File: src/rtl/io_handler_mc_if.sv
// CPU-side IO bus plus external pins for io_handler_mc.
// The master side is the CPU/pin driver, the slave side is the handler.
interface io_handler_mc_if #(
    parameter int unsigned DATA_W = 8
);
    logic [2:0]        io_addr;
    logic              io_write;
    logic              io_read;
    logic [DATA_W-1:0] io_wdata;
    logic [DATA_W-1:0] io_rdata;
    logic              io_irq;
    logic [DATA_W-1:0] io_in;
    logic [DATA_W-1:0] io_out;

    modport master (
        output io_addr, io_write, io_read, io_wdata, io_in,
        input  io_rdata, io_irq, io_out
    );

    modport slave (
        input  io_addr, io_write, io_read, io_wdata, io_in,
        output io_rdata, io_irq, io_out
    );
endinterface

File: src/rtl/io_handler_mc.sv
// Register-mapped IO port with change-capture input FIFO, sticky overflow and level irq.
// Optional IO_HANDLER_OUT_SETCLR_EN adds OUT_SET (addr 5) and OUT_CLR (addr 6).
module io_handler_mc #(
    parameter int unsigned DATA_W     = 8,
    parameter int unsigned FIFO_DEPTH = 4
) (
    input logic          clk,
    input logic          reset,
    io_handler_mc_if.slave bus
);
    localparam int unsigned PTR_W = $clog2(FIFO_DEPTH);
    localparam int unsigned CNT_W = PTR_W + 1;

    logic [DATA_W-1:0] mem [FIFO_DEPTH];
    logic [PTR_W-1:0]  wr_ptr_q, rd_ptr_q;
    logic [CNT_W-1:0]  count_q, count_d;
    logic [DATA_W-1:0] in_q;
    logic [DATA_W-1:0] out_q, out_d;
    logic [2:0]        ctrl_q, ctrl_d;
    logic              ovf_q, ovf_d;
    logic [DATA_W-1:0] rdata_q, rdata_d;
    logic              irq_q, irq_d;

    logic              empty, full, pop, change, push, ovf_set;
    logic [DATA_W-1:0] status;

    always_comb begin
        empty   = (count_q == '0);
        full    = (count_q == CNT_W'(FIFO_DEPTH));
        pop     = bus.io_read && (bus.io_addr == 3'd1) && !empty;
        change  = ctrl_q[0] && (bus.io_in != in_q);
        // A pop in the same cycle frees a slot, so a full FIFO still accepts the push.
        push    = change && (!full || pop);
        ovf_set = change && full && !pop;
        count_d = count_q + CNT_W'(push) - CNT_W'(pop);

        status      = '0;
        status[0]   = empty;
        status[1]   = full;
        status[2]   = ovf_q;
        status[7:3] = 5'(count_q);

        out_d  = out_q;
        ctrl_d = ctrl_q;
        ovf_d  = ovf_q;
        if (bus.io_write) begin
            case (bus.io_addr)
                3'd0: out_d = bus.io_wdata;
                3'd2: ctrl_d = bus.io_wdata[2:0];
                3'd3: if (bus.io_wdata[2]) ovf_d = 1'b0;
`ifdef IO_HANDLER_OUT_SETCLR_EN
                3'd5: out_d = out_q | bus.io_wdata;
                3'd6: out_d = out_q & ~bus.io_wdata;
`endif
                default: ;
            endcase
        end
        if (ovf_set) ovf_d = 1'b1;

        irq_d = (ctrl_d[1] && (count_d != '0)) || (ctrl_d[2] && ovf_d);

        rdata_d = rdata_q;
        if (bus.io_read) begin
            case (bus.io_addr)
                3'd0:    rdata_d = out_q;
                3'd1:    rdata_d = empty ? '0 : mem[rd_ptr_q];
                3'd2:    rdata_d = DATA_W'(ctrl_q);
                3'd3:    rdata_d = status;
                default: rdata_d = '0;
            endcase
        end
    end

    always_ff @(posedge clk) begin
        if (reset) begin
            wr_ptr_q <= '0;
            rd_ptr_q <= '0;
            count_q  <= '0;
            in_q     <= '0;
            out_q    <= '0;
            ctrl_q   <= '0;
            ovf_q    <= 1'b0;
            rdata_q  <= '0;
            irq_q    <= 1'b0;
        end else begin
            if (push) begin
                mem[wr_ptr_q] <= bus.io_in;
                wr_ptr_q      <= wr_ptr_q + PTR_W'(1);
            end
            if (pop) rd_ptr_q <= rd_ptr_q + PTR_W'(1);
            count_q <= count_d;
            in_q    <= bus.io_in;
            out_q   <= out_d;
            ctrl_q  <= ctrl_d;
            ovf_q   <= ovf_d;
            rdata_q <= rdata_d;
            irq_q   <= irq_d;
        end
    end

    assign bus.io_rdata = rdata_q;
    assign bus.io_irq   = irq_q;
    assign bus.io_out   = out_q;
endmodule

File: src/flat_wrapper.sv
// flat-port wrapper written by rule: the top's interface ports become plain ports
module io_handler_mc_flat 
#(
    parameter int unsigned DATA_W     = 8,
    parameter int unsigned FIFO_DEPTH = 4
)
  (clk, reset, bus_io_addr, bus_io_write, bus_io_read, bus_io_wdata, bus_io_in, bus_io_rdata, bus_io_irq, bus_io_out);
  io_handler_mc_if #(.DATA_W(DATA_W)) bus_i ();
  input logic clk;
  input logic reset;
  input wire logic [$bits(bus_i.io_addr)-1:0] bus_io_addr;
  input wire logic [$bits(bus_i.io_write)-1:0] bus_io_write;
  input wire logic [$bits(bus_i.io_read)-1:0] bus_io_read;
  input wire logic [$bits(bus_i.io_wdata)-1:0] bus_io_wdata;
  input wire logic [$bits(bus_i.io_in)-1:0] bus_io_in;
  output wire logic [$bits(bus_i.io_rdata)-1:0] bus_io_rdata;
  output wire logic [$bits(bus_i.io_irq)-1:0] bus_io_irq;
  output wire logic [$bits(bus_i.io_out)-1:0] bus_io_out;
  assign bus_i.io_addr = bus_io_addr;
  assign bus_i.io_write = bus_io_write;
  assign bus_i.io_read = bus_io_read;
  assign bus_i.io_wdata = bus_io_wdata;
  assign bus_i.io_in = bus_io_in;
  assign bus_io_rdata = bus_i.io_rdata;
  assign bus_io_irq = bus_i.io_irq;
  assign bus_io_out = bus_i.io_out;
  io_handler_mc #(.DATA_W(DATA_W), .FIFO_DEPTH(FIFO_DEPTH)) u_core (.clk(clk), .reset(reset), .bus(bus_i));
endmodule
File: config.mk
export PLATFORM = sky130hd
export DESIGN_NAME = io_handler_mc_flat
export DESIGN_NICKNAME = d
export VERILOG_FILES = /design/src/rtl/io_handler_mc_if.sv /design/src/rtl/io_handler_mc.sv /design/src/flat_wrapper.sv
export SDC_FILE = /design/constraint.sdc
export NUM_CORES = 1
export LEC_CHECK = 0
export BUFFER_PORTS_ARGS = -buffer_cell sky130_fd_sc_hd__buf_4
export CORE_ASPECT_RATIO = 0.5
export CORE_UTILIZATION = 25
export CTS_BUF_LIST = sky130_fd_sc_hd__clkbuf_16
export DETAILED_ROUTE_END_ITERATION = 12
export PLACE_DENSITY = 0.42
export SLEW_MARGIN = 15
export SYNTH_ARGS = -nofsm -noshare
export SYNTH_HDL_FRONTEND = slang
export SYNTH_SLANG_ARGS = --single-unit
File: constraint.sdc
create_clock -name clk -period 8.9 [get_ports clk]
set_clock_uncertainty 0.15 [all_clocks]
set_input_delay 2.225 -clock clk [delete_from_list [all_inputs] [get_ports clk]]
set_output_delay 2.225 -clock clk [all_outputs]
set_load 0.01 [all_outputs]
# After elaboration in Yosys (flattened, before gate mapping)
# Memory sizes are Yosys's and may differ from the RTL's. A register that Yosys moved wholly into a read port is not among the register bits.
# Index checks and enable logic that the tools add are counted.
# Widths: inputs -> output; s select.
[classes] add_sub_neg=4 mul=0 div=0 magnitude_cmp=0 eq_ne=5 shifts=0 muxes=13 bitwise=0 n_reduce_logical=18
[op_table] op="$pmux 8 s4" n=1
[op_table] op="$logic_and 1x1->1" n=8
[op_table] op="$mux 8" n=1
[op_table] op="$ne 8x8->1" n=1
[op_table] op="$mux 1" n=7
[op_table] op="$eq 3x2->1 const B" n=2
[op_table] op="$logic_not 3->1" n=2
[op_table] op="$mux 3" n=2
[op_table] op="$add 2x1->2 const B" n=2
[op_table] op="$mux 2" n=2
[op_table] op="$reduce_and 2->1" n=2
[op_table] op="$add 3x1->3" n=1
[op_table] op="$eq 3x1->1 const B" n=1
[op_table] op="$eq 3x3->1 const B" n=1
[op_table] op="$logic_not 1->1" n=3
[op_table] op="$reduce_bool 3->1" n=1
[op_table] op="$sub 3x1->3" n=1
[op_table] op="$logic_or 1x1->1" n=2
[word_totals] ff_bits=36 latchBits=0 ram_bits=32 mem_bits_ro=0 inputBits=23 elab_cells=51 memories=1
[memory_table] memory="u_core.mem" words=4 word_bits=8 read_ports=1 rd_clocked_by_memory_dff=1 wr=1 line_no="io_handler_mc.sv:14" text="logic [DATA_W-1:0] mem [FIFO_DEPTH];"

# Depth between registers and ports, before layout
# Gate-level depths: netlist of run 1.
[depth] word_depth=10 ltp_mapped=13 mapped_depth_nobuf=11

# Least setup slack after synthesis of run 1
# OpenSTA, ideal clock, no wires.
[synth_path] path_type="input to register" startpoint="in bus_io_addr[1]" endpoint="reg u_core.irq_q (netlist: u_core.bus.io_irq)" setup_time_ns=0.131 arrival_time_ns=4.125 t_required_ns=8.619 path_slack_ns=4.494 path_stages=13 path_buffers=2 path_cell_list="buf_2 nor3b_2 and2b_1 buf_4 nand2_2 or2_1 nand2_1 ha_1 fa_1 xor2_1 xnor2_1 o31ai_1 o31ai_1"
[synth_via] elab_chain_len=10 elab_cells_between_ends=20 classes_between="add/sub (2); eq/ne (3); mux (5); reduce/logical (10)"
[synth_lines] element="from (decl)" line_no="flat_wrapper.sv:11" text="input wire logic [$bits(bus_i.io_addr)-1:0] bus_io_addr;"
[synth_lines] element="$eq 3x1->1" line_no="io_handler_mc.sv:30" text="pop = bus.io_read && (bus.io_addr == 3'd1) && !empty;"
[synth_lines] element="$logic_and 1x1->1 (2 in a row)" line_no="io_handler_mc.sv:30"
[synth_lines] element="$logic_or 1x1->1" line_no="io_handler_mc.sv:33" text="push = change && (!full || pop);"
[synth_lines] element="$logic_and 1x1->1" line_no="io_handler_mc.sv:33"
[synth_lines] element="$add 3x1->3" line_no="io_handler_mc.sv:35" text="count_d = count_q + CNT_W'(push) - CNT_W'(pop);"
[synth_lines] element="$sub 3x1->3" line_no="io_handler_mc.sv:35"
[synth_lines] element="$reduce_bool 3->1" line_no="io_handler_mc.sv:60" text="irq_d = (ctrl_d[1] && (count_d != '0)) || (ctrl_d[2] && ovf_d);"
[synth_lines] element="$logic_and 1x1->1" line_no="io_handler_mc.sv:60"
[synth_lines] element="$logic_or 1x1->1 *" line_no="io_handler_mc.sv:60"
[synth_lines] element="to (signal assigned)" line_no="io_handler_mc.sv:97" text="irq_q <= irq_d;"
[synth_lines] element="to (decl)" line_no="io_handler_mc.sv:22" text="logic irq_q, irq_d;"
# Mark *: on every way between the ends. The rest lies on a longest branch, timed or not.
# A chain may end at the register's enable or synchronous reset.

# Final worst setup path of run 1
[layout_path] startpoint="in bus_io_in[3]" endpoint="reg u_core.irq_q (netlist: u_core.bus.io_irq)"
[layout_via] elab_chain_len=8 elab_cells_between_ends=12 classes_between="add/sub (2); eq/ne (1); mux (1); reduce/logical (8)"
[layout_lines] element="from (decl)" line_no="flat_wrapper.sv:15" text="input wire logic [$bits(bus_i.io_in)-1:0] bus_io_in;"
[layout_lines] element="$ne 8x8->1 *" line_no="io_handler_mc.sv:31" text="change = ctrl_q[0] && (bus.io_in != in_q);"
[layout_lines] element="$logic_and 1x1->1 *" line_no="io_handler_mc.sv:31"
[layout_lines] element="$logic_and 1x1->1" line_no="io_handler_mc.sv:33"
[layout_lines] element="$add 3x1->3" line_no="io_handler_mc.sv:35"
[layout_lines] element="$sub 3x1->3" line_no="io_handler_mc.sv:35"
[layout_lines] element="$reduce_bool 3->1" line_no="io_handler_mc.sv:60"
[layout_lines] element="$logic_and 1x1->1" line_no="io_handler_mc.sv:60"
[layout_lines] element="$logic_or 1x1->1 *" line_no="io_handler_mc.sv:60"
# Marked as above.

==> load_flow_metrics.sql, run 1 <==
INSERT INTO impl_metrics (metric_group, metric, value, unit) VALUES
('cts', 'cts.clk_slew.worst_paths', '60', 'ps'),
('timing', 'setup_tns', '0', 'ps'),
('pwr', 'cell_internal_pwr', '572', 'uW'),
('setup_path', 'r2r_slack', '6140', 'ps'),
('drt', 'postRouteAntennaNets', '0', ''),
('place', 'numPortBuffers', '39', ''),
('finish', 'area_growth', '25.6', '%'),
('drt', 'detail_route.wl_per_cell', '15.5', 'um'),
('drt', 'dr_total_vias', '1855', ''),
('setup_path', 'max_stage_delay', '390', 'ps'),
('timing', 'max_slew_margin', '44.7', '%'),
('setup_path', 'critical_path.reg2reg.endpoint', 'u_core.bus.io_irq$_SDFF_PP0_', ''),
('die', 'fp.dieH', '77.8', 'um'),
('drt', 'detail_route.first_pass.iterations', '4', ''),
('timing', 'worst_slew_pin_slew', '825', 'ps'),
('setup_path', 'worst_r2r_startpoint', 'u_core.in_q[3]$_SDFF_PP0_', ''),
('cts', 'holdBufCountCts', '0', ''),
('finish', 'drive_above_1_share', '26.8', '%'),
('drt', 'drc', '0', ''),
('logic_synthesis', 'netlist_area', '0.00288', 'mm2'),
('drt', 'viasPerCell', '4.45', ''),
('cts', 'clk_latency', '340', 'ps'),
('cts', 'cts_made_buffers', '9', ''),
('logic_synthesis', 'syn_inst', '228', ''),
('finish', 'layout_commonest_cell', 'buf_4', ''),
('cts', 'cts_max_level', '3', ''),
('logic_synthesis', 'synth.net_count', '257', ''),
('timing', 'rsz0062_at_grt', 'false', ''),
('timing', 'final_period_util', '50.1', '%'),
('cts', 'cts_tree', 'built', ''),
('setup_path', 'worstPathArrival', '4520', 'ps'),
('finish', 'antenna_cells_inserted', '0', ''),
('min_path', 'worst_hold_path.endpoint', 'u_core.bus.io_out[7]$_SDFFE_PP0P_', ''),
('setup_path', 'timing_worst_setup_path_type', 'in -> reg', ''),
('min_path', 'hold-path-cell-count', '2', ''),
('die', 'design.die.area', '0.0120', 'mm2'),
('timing', 'achievable-frequency', '224', 'MHz'),
('logic_synthesis', 'syn-mean-instance-area', '12.6', 'um2'),
('pwr', 'comb_power_share', '4.6', '%'),
('pwr', 'pwr-share-seq', '46.9', '%'),
('flow_run', 'max-cap-violations', '0', ''),
('pwr', 'share_clk_of_total_power', '48.5', '%'),
('finish', 'fill_cells', '1112', ''),
('outcome', 'result_of_the_run', 'completed', ''),
('min_path', 'hold_class', 'reg -> reg', ''),
('setup_path', 'crit_path_cell_trace', 'buf_4 -> xor2_1 -> nor4_1 -> nand2_1 -> nand3b_4 -> inv_2 -> ha_1 -> fa_1 -> xor2_1 -> xnor2_1 -> o31ai_1 -> o31ai_1', ''),
('logic_synthesis', 'seq_area_frac_synth', '59.9', '%'),
('setup_path', 'timing.critical_path.required', '8960', 'ps'),
('timing', 'slew_viol_final', '0', ''),
('cts', 'post_cts.repair.setup_buffers', '0', ''),
('global_routing', 'antenna_found_initial', '0', ''),
('global_routing', 'grt_use_total', '11.9', '%'),
('timing', 'final_period_minus_worst_setup_slack', '4460', 'ps'),
('setup_path', 'worst_r2r_path_depth', '11', ''),
('finish', 'final_nets', '296', ''),
('setup_path', 'worstSetupStartpointType', 'input port', ''),
('die', 'boundaryPins', '40', ''),
('pwr', 'total_switching_power', '158', 'uW'),
('die', 'core_area', '0.0111', 'mm2'),
('pwr', 'power_leakage', '1.30', 'nW'),
('pwr', 'worst_ir_drop_vdd', '0.0000703', 'V'),
('setup_path', 'end_kind', 'flop', ''),
('cts', 'cts_num_sinks', '70', ''),
('place', 'dp_hpwl', '4540', 'um'),
('setup_path', 'slowest_stage', 'nor4_1', ''),
('global_routing', 'grt-ovfl-total', '0', ''),
('die', 'die_width', '154', 'um'),
('die', 'placement_rows', '27', ''),
('min_path', 'hp-start', 'u_core.bus.io_out[7]$_SDFFE_PP0P_', ''),
('global_routing', 'grt_pass1_vias', '1964', ''),
('logic_synthesis', 'synth.ff_latch_count', '70', '');
[power groups by stage]
stage               registers (mW)  clock network (mW)  logic, mW
floorplan                    0.349                   0     0.0167
global placement             0.350                   0     0.0333
detailed placement           0.350                   0     0.0339
CTS                          0.343               0.363     0.0341
global route                 0.343               0.376     0.0371
finish                       0.343               0.354     0.0335
[critical path, delay by kind of cell]
| family | cells | cell delay (ps) |
|---|---|---|
| compound gates | 2 | 290 |
| xor+xnor | 3 | 440 |
| fa+ha+maj | 2 | 580 |
| buf+inv | 2 | 200 |
| simple gates | 3 | 760 |
[sequential cells by signal (all words and copies together) (netlist names), named ones only]
name / cells
u_core.bus.io_rdata: 8
u_core.bus.io_out: 8
u_core.mem: 32
u_core.in_q: 8
u_core.wr_ptr_q: 2
u_core.count_q: 3
u_core.ctrl_q: 3
u_core.bus.io_irq: 1
u_core.rd_ptr_q: 2
u_core.ovf_q: 1
[synth_stat cells, drive strengths merged]
master  count  area share, %
dfxtp      38             26
edfxtp     32             33
nand2      28            3.7
nor2       16            2.1
a21oi      11            1.9
nor2b      11            2.4
xor2       11            3.4
a22o       10            3.0
mux4        8            6.3
mux2i       7            2.4
buf         6            1.3
nor3b       6            1.9
o21ai       6            1.0
clkbuf      5           0.65
ha          5            2.2
inv         4           0.52
a22oi       3           0.78
and2        2           0.44
nand2b      2           0.44
nor3        2           0.52
nor4        2           0.44
o31ai       2           0.52
a31oi       1           0.22
a32oi       1           0.30
and2b       1           0.26
and4bb      1           0.44
fa          1           0.70
mux2        1           0.52
nand3       1           0.17
nand3b      1           0.70
nand4b      1           0.30
or2         1           0.22
xnor2       1           0.30
[cell type report]
| cell class | count | area, um2 | share of cell area (%) |
|---|---|---|---|
| well taps | 145 | 181 | 5.02 |
| repair buffers | 39 | 293 | 8.11 |
| multi-input cells | 143 | 1100 | 30.5 |
| flip-flops and latches | 70 | 1720 | 47.7 |
| clock buffers | 9 | 225 | 6.24 |
| clock inverters | 7 | 72.6 | 2.01 |
| inverters | 4 | 15.0 | 0.416 |
[through the flow]
stage | cells | total power, mW | setup slack, ps | utilization, % | instance area (um2)
2_1_floorplan | 228 | 0.366 | 4490 | - | 2880
6_report | 417 | 0.731 | 4440 | 32.6 | 3610
3_5_place_dp | 401 | 0.384 | 4020 | 29.9 | 3310
4_1_cts | 417 | 0.740 | 4380 | 32.6 | 3610
5_1_grt | 417 | 0.756 | 4180 | 32.6 | 3610
3_3_place_gp | 401 | 0.383 | 4080 | 29.9 | 3310
[routing by layer]
layer  part of all wire, %  GRT usage, %  vias to the layer above
li1                      -             -                      891
met1                    49          14.6                      915
met2                    45          18.6                       43
met3                   5.7          4.53                        6
met4                  0.90          5.00                        0
met5                     0             0                        -
[logic make-up after synthesis]
| logic type | share of synthesized area (%) |
|---|---|
| DFF | 59.9 |
| AOI/OAI and AO/OA | 7.83 |
| buffers and inverters | 2.48 |
| and+or+nand+nor | 14.1 |
| muxes | 9.23 |
| xor gates and xnor gates | 3.66 |
| adders and majority gates | 2.87 |
[worst max-delay path by stage]
stage	slack (ps)	start	endpoint
2_1_floorplan	4490	bus_io_addr[1]	u_core.bus.io_irq$_SDFF_PP0_
3_3_place_gp	4080	bus_io_in[3]	u_core.bus.io_irq$_SDFF_PP0_
3_5_place_dp	4020	bus_io_in[3]	u_core.bus.io_irq$_SDFF_PP0_
4_1_cts	4380	bus_io_in[3]	u_core.bus.io_irq$_SDFF_PP0_
5_1_grt	4180	bus_io_in[3]	u_core.bus.io_irq$_SDFF_PP0_
6_report	4440	bus_io_in[3]	u_core.bus.io_irq$_SDFF_PP0_
Note: power is estimated with default switching activity, not from simulation.
==> run 2: changes to the inputs <==
PLACE_DENSITY = 0.44   (was 0.42)
clock period = 3.6 ns   (was 8.9 ns; I/O delays follow)
==> run 2 against run 1 <==
Sequential share of layout area is 0.15 points lower. First-iteration DRC count is 35% lower. Sequential power is 150% higher. Count of clock-buffer cells in the layout stayed put. Global-route usage is 0.34 points lower. Combinational power is 150% higher. Register-to-register slack worse by 5200 ps. Non-clock buffer count is 5 higher. Critical endpoint unchanged. Largest power group is now registers.
==> load_flow_metrics.sql, run 2 (synthesized netlist as in run 1, its figures left out) <==
INSERT INTO impl_metrics (metric_group, metric, value, unit) VALUES
('timing', 'slew_viol_final', '0', ''),
('setup_path', 'path_max_fanout', '6', ''),
('pwr', 'power_leakage', '1.33', 'nW'),
('die', 'placement_rows', '27', ''),
('global_routing', 'antenna_found_initial', '0', ''),
('outcome', 'result_of_the_run', 'completed', ''),
('drt', 'finalWirelength', '6380', 'um'),
('min_path', 'hp-start', 'u_core.bus.io_out[2]$_SDFFE_PP0P_', ''),
('cts', 'cts_max_level', '3', ''),
('drt', 'detail_route.wl_per_cell', '15.1', 'um'),
('timing', 'final_period_minus_worst_setup_slack', '3070', 'ps'),
('finish', 'layout_commonest_cell', 'buf_4', ''),
('cts', 'post_cts.repair.setup_buffers', '0', ''),
('cts', 'cts_tree', 'built', ''),
('finish', 'area_growth', '26.0', '%'),
('setup_path', 'timing.critical_path.required', '3650', 'ps'),
('cts', 'max-clock-path-buffers', '2', ''),
('setup_path', 'worst_r2r_path_depth', '11', ''),
('timing', 'worst_slew_pin_slew', '638', 'ps'),
('finish', 'layout.core_utilization', '32.7', '%'),
('cts', 'holdBufCountCts', '0', ''),
('cts', 'clk_latency', '330', 'ps'),
('drt', 'postRouteAntennaNets', '0', ''),
('cts', 'cts.clk_slew.worst_paths', '50', 'ps'),
('place', 'globalplace.congestion', '0.738', ''),
('global_routing', 'grt_use_total', '11.5', '%'),
('finish', 'number_of_flip_flops_under_the_largest_register_name', '32', ''),
('timing', 'finalSetupViolCount', '0', ''),
('cts', 'cells_resized_by_post_cts_repair', '0', ''),
('min_path', 'worst_hold_path.endpoint', 'u_core.bus.io_out[2]$_SDFFE_PP0P_', ''),
('finish', 'final_nets', '301', ''),
('drt', 'drc', '0', ''),
('drt', 'drt-initial-drc-count', '70', ''),
('setup_path', 'critical_path.reg2reg.endpoint', 'u_core.bus.io_irq$_SDFF_PP0_', ''),
('timing', 'setup_tns', '0', 'ps'),
('die', 'die_width', '154', 'um'),
('setup_path', 'r2r_slack', '920', 'ps'),
('global_routing', 'grt_start_max_net_pins', '39', ''),
('min_path', 'hold_class', 'reg -> reg', ''),
('setup_path', 'timing_worst_setup_path_type', 'in -> reg', ''),
('finish', 'antenna_cells_inserted', '0', ''),
('min_path', 'hold-path-cell-count', '2', ''),
('global_routing', 'grt_first_pass_wirelength', '10300', 'um'),
('cts', 'clk_root_buffer_cell', 'clkbuf_16', ''),
('finish', 'largest-register', 'u_core.mem', ''),
('drt', 'detail_route.first_pass.iterations', '4', ''),
('global_routing', 'grt_pass1_vias', '1949', ''),
('setup_path', 'end_kind', 'flop', ''),
('die', 'initial_core_util', '25.9', '%'),
('flow_run', 'max-cap-violations', '0', ''),
('die', 'design.die.area', '0.0120', 'mm2'),
('setup_path', 'worstSetupStartpointType', 'input port', ''),
('timing', 'max_slew_margin', '57.4', '%'),
('die', 'core_area', '0.0111', 'mm2'),
('timing', 'achievable-frequency', '326', 'MHz'),
('pwr', 'power_per_cell_area', '490', 'mW/mm2'),
('setup_path', 'worst_r2r_startpoint', 'u_core.in_q[7]$_SDFF_PP0_', ''),
('die', 'fp.dieH', '77.8', 'um'),
('place', 'numPortBuffers', '39', ''),
('die', 'boundaryPins', '40', ''),
('timing', 'finalHoldViolCount', '0', ''),
('timing', 'rsz0062_at_grt', 'false', ''),
('drt', 'viasPerCell', '4.24', ''),
('pwr', 'worst_ir_drop_vdd', '0.000176', 'V'),
('setup_path', 'worstPathArrival', '3110', 'ps'),
('finish', 'commonest_cells_after_routing_fill_and_taps_aside', 'buf_4, dfxtp_1, edfxtp_1', ''),
('place', 'dp_hpwl', '4480', 'um'),
('timing', 'final_period_util', '85.2', '%'),
('drt', 'dr_total_vias', '1789', ''),
('cts', 'cts_num_sinks', '70', ''),
('finish', 'drive_above_1_share', '26.4', '%'),
('cts', 'cts_made_buffers', '9', ''),
('global_routing', 'grt-ovfl-total', '0', '');
==> run 2: cell types whose count changed in the layout (fill, tap and decap cells not counted) <==
cell	change
inv_1	+1
clkinvlp_4	+1
nor3b_2	-4
inv_6	-1
nor3b_1	+4
buf_4	+5
clkinv_4	-1
==> run 2: metal layers <==
metal  up-vias  GRT usage (%)  part of all wire, %
met4         0           3.90                 0.86
met5         -              0                    0
met2        27           18.0                   45
li1        902              -                    -
met3         5           4.13                  4.3
met1       855           14.7                   50
==> run 2: layout make-up <==
type                       instances  area, um2
fill                            1114       7460
sequential                        70       1720
multi-input combinational        143       1080
timing repair buffer              44        330
clock buffer                       9        225
tap                              145        181
clock inverter                     7       66.3
inverter                           4       15.0
==> run 2: worst max-delay path by stage <==
stage / from / endpoint / slack [ps] / cells past startpoint
floorplan: bus_io_addr[1] / u_core.bus.io_irq$_SDFF_PP0_ / 520 / 13
finish: bus_io_in[2] / u_core.bus.io_irq$_SDFF_PP0_ / 530 / 12
CTS: bus_io_in[2] / u_core.bus.io_irq$_SDFF_PP0_ / 470 / 12
global route: bus_io_in[2] / u_core.bus.io_irq$_SDFF_PP0_ / 410 / 12
detailed placement: bus_io_in[2] / u_core.bus.io_irq$_SDFF_PP0_ / 130 / 12
global placement: bus_io_in[7] / u_core.bus.io_irq$_SDFF_PP0_ / 190 / 12
==> run 2: worst max-delay path, cell delays in order <==
cell and delay [ps]:
buf_4 130, xor2_1 150, nor4_1 340, nand2_1 200, nand3b_4 150, inv_2 60, ha_1 210, fa_1 370
xor2_1 160, xnor2_1 140, o31ai_1 200, o31ai_1 100
==> run 2: metrics by stage <==
stage          power [mW]  std cells  hold WS [ps]  setup slack (ps)  cell area, um2
2_1_floorplan       0.905        228           321               519            2880
6_report             1.78        422           338               533            3620
5_1_grt              1.84        422           354               412            3620
3_5_place_dp        0.947        406           321               127            3330
4_1_cts              1.80        422           338               472            3620
3_3_place_gp        0.946        406           321               193            3330
==> run 2: report_power, final <==
group	total (mW)	internal (mW)	switching (mW)
clock network	0.846	0.530	0.316
registers	0.848	0.841	0.00683
logic	0.0826	0.0375	0.0451
total	1.78	1.41	0.368
